--- config.mk ---
export PLATFORM = sky130hd
export DESIGN_NAME = ram_access_ctrl
export DESIGN_NICKNAME = d
export VERILOG_FILES = /design/src/rtl/ram_access_ctrl.sv
export SDC_FILE = /design/constraint.sdc
export NUM_CORES = 1
export LEC_CHECK = 0
export ABC_AREA = 1
export CORE_ASPECT_RATIO = 1.2
export CORE_MARGIN = 8
export CORE_UTILIZATION = 41
export CTS_BUF_LIST = sky130_fd_sc_hd__clkbuf_16
export DETAILED_ROUTE_END_ITERATION = 10
export PLACE_DENSITY_LB_ADDON = 0.08
export SLEW_MARGIN = 15
export SYNTH_ARGS = -nofsm -noshare
export SYNTH_HDL_FRONTEND = slang
export SYNTH_SLANG_ARGS = --single-unit
--- constraint.sdc ---
create_clock -name clk -period 1.2 [get_ports clk]
set_clock_uncertainty 0.05 [all_clocks]
set_input_delay 0.18 -clock clk [delete_from_list [all_inputs] [get_ports clk]]
set_output_delay 0.18 -clock clk [all_outputs]
set_load 0.01 [all_outputs]
--- src/rtl/ram_access_ctrl.sv ---
// Request-driven initiator for the single-port program/data RAM: performs single-word
// loads/stores and multi-word pattern fills, reporting completion with a one-cycle pulse.
module ram_access_ctrl #(
    parameter int ADDR_W = 10,
    parameter int DATA_W = 20
) (
    input  logic              clk,
    input  logic              rst_n,
    input  logic              req_valid,
    output logic              req_ready,
    input  logic [1:0]        req_op,
    input  logic [ADDR_W-1:0] req_addr,
    input  logic [ADDR_W-1:0] req_len,
    input  logic [DATA_W-1:0] req_wdata,
    output logic              rsp_valid,
    output logic [DATA_W-1:0] rsp_data,
    output logic              rsp_err,
    output logic              busy,
    output logic [ADDR_W-1:0] ram_addr,
    output logic [DATA_W-1:0] ram_write,
    output logic              ram_str,
    output logic              ram_ld,
    input  logic [DATA_W-1:0] ram_read
);

    typedef enum logic [2:0] {
        IDLE  = 3'd0,
        LOAD  = 3'd1,
        STORE = 3'd2,
        FILL  = 3'd3,
        DONE  = 3'd4
    } state_t;

    localparam logic [1:0] OP_LOAD  = 2'b00;
    localparam logic [1:0] OP_STORE = 2'b01;
    localparam logic [1:0] OP_FILL  = 2'b10;

    state_t             state_q, state_d;
    logic [ADDR_W-1:0]  addr_q;
    logic [ADDR_W-1:0]  cnt_q;
    logic [DATA_W-1:0]  wdata_q;
    logic [DATA_W-1:0]  rsp_data_q;
    logic               err_q;
    logic               hs;

    assign hs = req_valid && (state_q == IDLE);

    always_ff @(posedge clk or negedge rst_n) begin
        if (!rst_n) state_q <= IDLE;
        else        state_q <= state_d;
    end

    always_comb begin
        state_d   = state_q;
        req_ready = 1'b0;
        busy      = 1'b1;
        rsp_valid = 1'b0;
        rsp_err   = 1'b0;
        ram_addr  = '0;
        ram_write = '0;
        ram_str   = 1'b0;
        ram_ld    = 1'b0;
        case (state_q)
            IDLE: begin
                req_ready = 1'b1;
                busy      = 1'b0;
                if (req_valid) begin
                    case (req_op)
                        OP_LOAD:  state_d = LOAD;
                        OP_STORE: state_d = STORE;
                        OP_FILL:  state_d = (req_len != '0) ? FILL : DONE;
                        default:  state_d = DONE;
                    endcase
                end
            end
            LOAD: begin
                ram_ld   = 1'b1;
                ram_addr = addr_q;
                state_d  = DONE;
            end
            STORE: begin
                ram_str   = 1'b1;
                ram_addr  = addr_q;
                ram_write = wdata_q;
                state_d   = DONE;
            end
            FILL: begin
                ram_str   = 1'b1;
                ram_addr  = addr_q;
                ram_write = wdata_q;
                // cnt_q counts words still to write, including this cycle's
                if (cnt_q == ADDR_W'(1)) state_d = DONE;
            end
            DONE: begin
                rsp_valid = 1'b1;
                rsp_err   = err_q;
                state_d   = IDLE;
            end
            default: state_d = IDLE;
        endcase
    end

    always_ff @(posedge clk or negedge rst_n) begin
        if (!rst_n) begin
            addr_q     <= '0;
            cnt_q      <= '0;
            wdata_q    <= '0;
            rsp_data_q <= '0;
            err_q      <= 1'b0;
        end else begin
            if (hs) begin
                addr_q  <= req_addr;
                cnt_q   <= req_len;
                wdata_q <= req_wdata;
                err_q   <= (req_op == 2'b11);
            end
            if (state_q == LOAD) begin
                rsp_data_q <= ram_read;
            end else if (state_d == DONE && state_q != DONE) begin
                rsp_data_q <= '0;
            end
            // Address wraps naturally at 2**ADDR_W
            if (state_q == FILL) begin
                addr_q <= addr_q + ADDR_W'(1);
                cnt_q  <= cnt_q - ADDR_W'(1);
            end
        end
    end

    assign rsp_data = rsp_data_q;

endmodule

==> impl_metrics.toml, run 1 <==
[detailed_routing]
vias = 3624
routed_wl_um = 11900
drc_errors = 0
wl_per_cell_um = 16.1
initialDrtViolationCount = 119
dr.pass1.iters = 5
drtAntennaViolNets = 0
via_per_inst = 4.91

[logic_synthesis]
synth-edff-count = 0
synthCells = 432
synth_cell_types = 31
syn_avg_cell_area_um2 = 7.88
async_flop_share_pct = 100
yosysSeqAreaShare_pct = 47.1
synthesis.nets = 500
ys.flop_type = "dfrtp_1"
syn-cell-area_um2 = 3400
ys_ff_latch = 64
yosysWarnings = 0

[global_route]
overflow = 0
grt_usage_pct = 20.1
grt_pass1_vias = 3756
antenna_found_initial = 0
grt_pass1_wl_um = 18500
grt_max_degree = 65

[power]
internal-power_mw = 8.76
share_seq_of_total_power_pct = 25.1
p_leak_nw = 3.12
peakVddDrop_v = 0.00131
power_density_nw_per_um2 = 2350
p_switching_mw = 6.00
clockPowerShare_pct = 15.7
combPwrFrac_pct = 59.2
power_mw = 14.8
switching_share_pct = 40.7

[placed_design]
placed_area_um2 = 5130
dpl.hpwl_um = 7430
gp_congestion = 0.820
io_buffers = 120
place_inst = 688

[timing]
maxSlewHeadroom_pct = 68.1
finalWorstSetupSlack_ps = -399
finalSetupViolations = 100
final_max_slew_viol_count = 0
hold_ws_ps = 332
period_share_pct = 133
worst_pin_slew_ps = 475
period_needed_ps = 1600
rsz0062_at_grt = "true"
hold_violations = 0
max_freq_mhz = 625

[clock_network]
clk_path_buf_depth = 2
clk_latency_ps = 320
cts_buffers = 9
h-tree-depth = 3
cts-root-buf = "clkbuf_16"
clock-sinks = 64
cts_tree = "done"
clk_pin_slew_ps = 50

[layout]
final_cell_mix = "95 x nand2_1, 64 x dfrtp_1, 63 x clkdlybuf4s50_1"
fin_nets = 706
final_cell_area_um2 = 6280
final_common_cell = "nand2_1"
drive_gt1_share_pct = 45.4
area.growth.synth_to_final_pct = 84.7
fin_cells = 738
postLayoutCoreUtil_pct = 77.5
antenna_cells = 0

[critical_path]
critPathLaunchType = "register"
cp_slowest_cell = "dfrtp_1"
cp-end-kind = "output port"
worstPathMaxFanout = 5
path_cells = "buf_6 > nand2_8 > clkbuf_16 > nor2_1 > buf_2"
worstSetupPathType = "register to output port"
crit_required_ps = 970
worst_path_largest_cell_delay_ps = 410
arrival_ps = 1370

[die]
ios = 121
die_width_um = 99.2
core_region_area_um2 = 8110
die_area_um2 = 11500
start_util_pct = 42.0
fp.dieH_um = 116
fp-row-count = 36

[flow_run]
cap_violations = 0

[hold_path]
hold_class = "input pin to asynchronous set/reset pin"

[run_status]
violations = "setup timing"
status = "complete, but fails checks"
registers in the layout, indices dropped and copies added (netlist names):
name      flops
addr_q       10
cnt_q        10
err_q         1
rsp_data     20
state_q       3
wdata_q      20
power by group through the flow:
| stage | Clock, mW | Sequential [mW] | Combinational [mW] |
|---|---|---|---|
| after global placement | 0 | 3.72 | 6.30 |
| after CTS | 2.35 | 3.74 | 7.47 |
| after detailed placement | 0 | 3.75 | 6.42 |
| final | 2.32 | 3.71 | 8.73 |
| after global routing | 2.48 | 3.84 | 9.42 |
| after floorplan | 0 | 3.88 | 3.01 |
metal layers:
layer | track usage, % | up-vias | part of all wire (%)
met3 | 6.85 | 20 | 5.9
met2 | 34.8 | 93 | 52
met4 | 5.46 | 0 | 1.6
met5 | 0 | - | 0
li1 | - | 1785 | -
met1 | 23.2 | 1726 | 40
cell families after synthesis:
group	share of synthesized area, %
AOI/OAI and AO/OA	7.94
adders and majority gates	1.10
buffers and inverters	10.3
and+or+nand+nor	33.4
xor gates and xnor gates	0.257
DFF	47.1
worst max-delay path, delay by kind of cell, from the launching register on:
kind | cells | cell delay (ps)
flops | 1 | 410
buf+inv | 3 | 460
simple gates | 2 | 170
final timing paths:
kind / from / end / slack, ps / cells after the start
max: state_q[1] / ram_write[3] / -400 / 5
min: rst_n / cnt_q[4] / 330 / 3
max reg2reg: state_q[0] / rsp_data[7] / -370 / 9
min reg2reg: rsp_data[4] / rsp_data[4] / 450 / 2
max in group asynchronous: rst_n / rsp_data[6] / 460 / 3
min in group clk: ram_read[19] / rsp_data[19] / 340 / 3
synthesized netlist by cell type (3+ instances only):
| library cell | n | area (µm²) |
|---|---|---|
| nand2_1 | 123 | 462 |
| dfrtp_1 | 64 | 1600 |
| inv_1 | 53 | 199 |
| nor2_1 | 53 | 199 |
| o21ai_0 | 30 | 150 |
| nand3_1 | 23 | 115 |
| nand3_2 | 21 | 210 |
| a21oi_1 | 6 | 30.0 |
| buf_6 | 6 | 67.6 |
| nand4_1 | 6 | 37.5 |
| o211ai_1 | 6 | 45.0 |
| clkbuf_1 | 5 | 18.8 |
| inv_2 | 4 | 15.0 |
| nor3_1 | 4 | 20.0 |
| buf_2 | 3 | 15.0 |
| buf_4 | 3 | 22.5 |
| ha_1 | 3 | 37.5 |
area by class of cell:
class	instances	area, µm²
Fill cell	573	1820
Clock buffer	9	225
Timing Repair inverter	3	31.3
Timing Repair Buffer	210	2020
Multi-Input combinational cell	292	2010
Tap cell	95	119
Inverter	58	243
Clock inverter	7	40.0
Sequential cell	64	1600
stage by stage:
step	TNS [ps]	setup slack, ps
6_report	-32130	-399
5_1_grt	-38760	-461
4_1_cts	-29770	-376
3_5_place_dp	-40810	-618
3_3_place_gp	-38170	-555
2_1_floorplan	-3330	-126
what timing repair did:
item,in CTS,in global routing
gates cloned,9,4
hold buffers,1,0
gates resized for setup,291,140
hold endpoints to repair,64,0
buffers inserted,10,15
endpoints found under the setup margin,120,120
pin swaps,7,13
(Power assumes the default switching activity.)
==> run 2, diff against run 1 <==
--- a/config.mk
+++ b/config.mk
@@ -11,7 +11,9 @@
 export CORE_UTILIZATION = 41
 export CTS_BUF_LIST = sky130_fd_sc_hd__clkbuf_16
 export DETAILED_ROUTE_END_ITERATION = 10
-export PLACE_DENSITY_LB_ADDON = 0.08
+export PLACE_DENSITY = 0.77
+export SETUP_SLACK_MARGIN = 0.4
+export SKIP_LAST_GASP = 1
 export SLEW_MARGIN = 15
 export SYNTH_ARGS = -nofsm -noshare
 export SYNTH_HDL_FRONTEND = slang
==> impl_metrics.toml, run 2 (synthesis gave the netlist of run 1 again) <==
[detailed_routing]
routed_wl_um = 13100
wl_per_cell_um = 17.2
dr.pass1.iters = 5
initialDrtViolationCount = 211
vias = 3935
via_per_inst = 5.17
drc_errors = 0
drtAntennaViolNets = 0

[run_status]
violations = "setup timing"
status = "complete, but fails checks"

[global_route]
overflow = 0
grt_usage_pct = 21.5
grt_pass1_wl_um = 19600
antenna_found_initial = 0
grt_max_degree = 65
grt_pass1_vias = 4015

[timing]
maxSlewHeadroom_pct = 76.4
final_max_slew_viol_count = 0
period_needed_ps = 1700
rsz0062_at_grt = "true"
hold_violations = 0
finalSetupViolations = 100
max_freq_mhz = 589
finalWorstSetupSlack_ps = -498
period_share_pct = 142
worst_pin_slew_ps = 351
hold_ws_ps = 328

[die]
fp.dieH_um = 116
die_area_um2 = 11500
start_util_pct = 42.0
fp-row-count = 36
core_region_area_um2 = 8110
ios = 121
die_width_um = 99.2

[layout]
final_cell_area_um2 = 6430
drive_gt1_share_pct = 43.1
fin_nets = 729
final_cell_mix = "114 x nand2_1, 81 x buf_4, 63 x dfrtp_1, 63 x clkdlybuf4s50_1"
antenna_cells = 0
postLayoutCoreUtil_pct = 79.3
final_common_cell = "nand2_1"
area.growth.synth_to_final_pct = 88.9

[power]
power_density_nw_per_um2 = 2420
clockPowerShare_pct = 16.8
switching_share_pct = 39.8
internal-power_mw = 9.38
p_leak_nw = 3.17
combPwrFrac_pct = 59.1
p_switching_mw = 6.20
power_mw = 15.6
peakVddDrop_v = 0.00152
share_seq_of_total_power_pct = 24.0

[critical_path]
worst_path_most_repeated_cell = "buf_6"
arrival_ps = 1900
cp_slowest_cell = "dfrtp_1"
worstSetupPathType = "register to register"
path_cells = "nor2_4 > buf_4 > buf_6 > nand2_8 > nor2_8 > buf_8 > buf_6 > clkbuf_16 > nand2_1 > o211ai_1"
crit_required_ps = 1400
crit_family = "buffers and inverters"
worst_path_largest_cell_delay_ps = 410
critPathLaunchType = "register"
cp-end-kind = "register"
worstPathMaxFanout = 5
cp.buffers_inverters = 5

[clock_network]
clk_latency_ps = 330
clk_path_buf_depth = 2
cts_buffers = 9
cts-root-buf = "clkbuf_16"
clk_pin_slew_ps = 60
h-tree-depth = 3
cts_tree = "done"
clock-sinks = 64

[flow_run]
cap_violations = 0

[placed_design]
io_buffers = 120
gp_congestion = 0.886
dp_slack_ps = -557
placed_area_um2 = 5350
dpl.hpwl_um = 7660

[hold_path]
hold_class = "input pin to register"
run 2: cell count changes in the layout (fill, tap and decap cells not counted), sizes merged:
cell and change:
buf +37, clkdlybuf4s15 -6, clkbuf -5, inv -4, bufinv +1, clkinv +1
clkinvlp -1
run 2: power by group through the flow:
stage          sequential [mW]  combinational [mW]  clock [mW]
5_1_grt                   3.84                9.86        2.74
2_1_floorplan             3.88                3.48           0
4_1_cts                   3.69                8.34        2.65
3_5_place_dp              3.73                6.88           0
3_3_place_gp              3.71                6.70           0
6_report                  3.75                9.21        2.62
run 2: stage by stage:
stage	TNS, ps	std cells
floorplan	-3360	432
global placement	-37370	696
detailed placement	-39410	696
CTS	-33160	745
global route	-49200	761
finish	-43030	761
run 2: tightest hold or removal path: cells and delay by family:
kind          cells  cell delay (ps)
buf+inv           1              390
simple gates      2              100
run 2: path summary, 6_finish.rpt:
kind                              start           end  slack (ps)  depth (start not counted)
max                          state_q[0]     addr_q[4]        -500                         10
min                        ram_read[14]  rsp_data[14]         330                          3
max reg2reg                  state_q[0]     addr_q[4]        -500                         10
min reg2reg                 rsp_data[2]   rsp_data[2]         450                          2
max in group asynchronous         rst_n      cnt_q[2]         500                          3
min in group asynchronous         rst_n    state_q[1]         390                          3
run 2: area by class of cell:
cell class	instances	area (µm²)
Clock buffer	9	225
Fill cell	481	1680
Timing Repair Buffer	236	2340
Clock inverter	7	72.6
Multi-Input combinational cell	292	1830
Sequential cell	64	1600
Tap cell	95	119
Inverter	58	245
run 2: timing repair:
action / 4_1_cts / 5_1_grt
setup buffers: 26 / 12
resized for setup: 322 / 28
hold endpoints to repair: 64 / 0
endpoints found under the setup margin: 120 / 174
cloned: 6 / 4
pin swaps: 14 / 6
hold buffers: 1 / 0
run 2: layer usage:
| metal | share of wire (%) | up-vias | track usage, % |
|---|---|---|---|
| met5 | 0 | - | 0 |
| met4 | 3.3 | 0 | 8.70 |
| met3 | 6.4 | 43 | 5.65 |
| met2 | 51 | 180 | 39.0 |
| met1 | 39 | 1881 | 23.3 |
| li1 | - | 1831 | - |
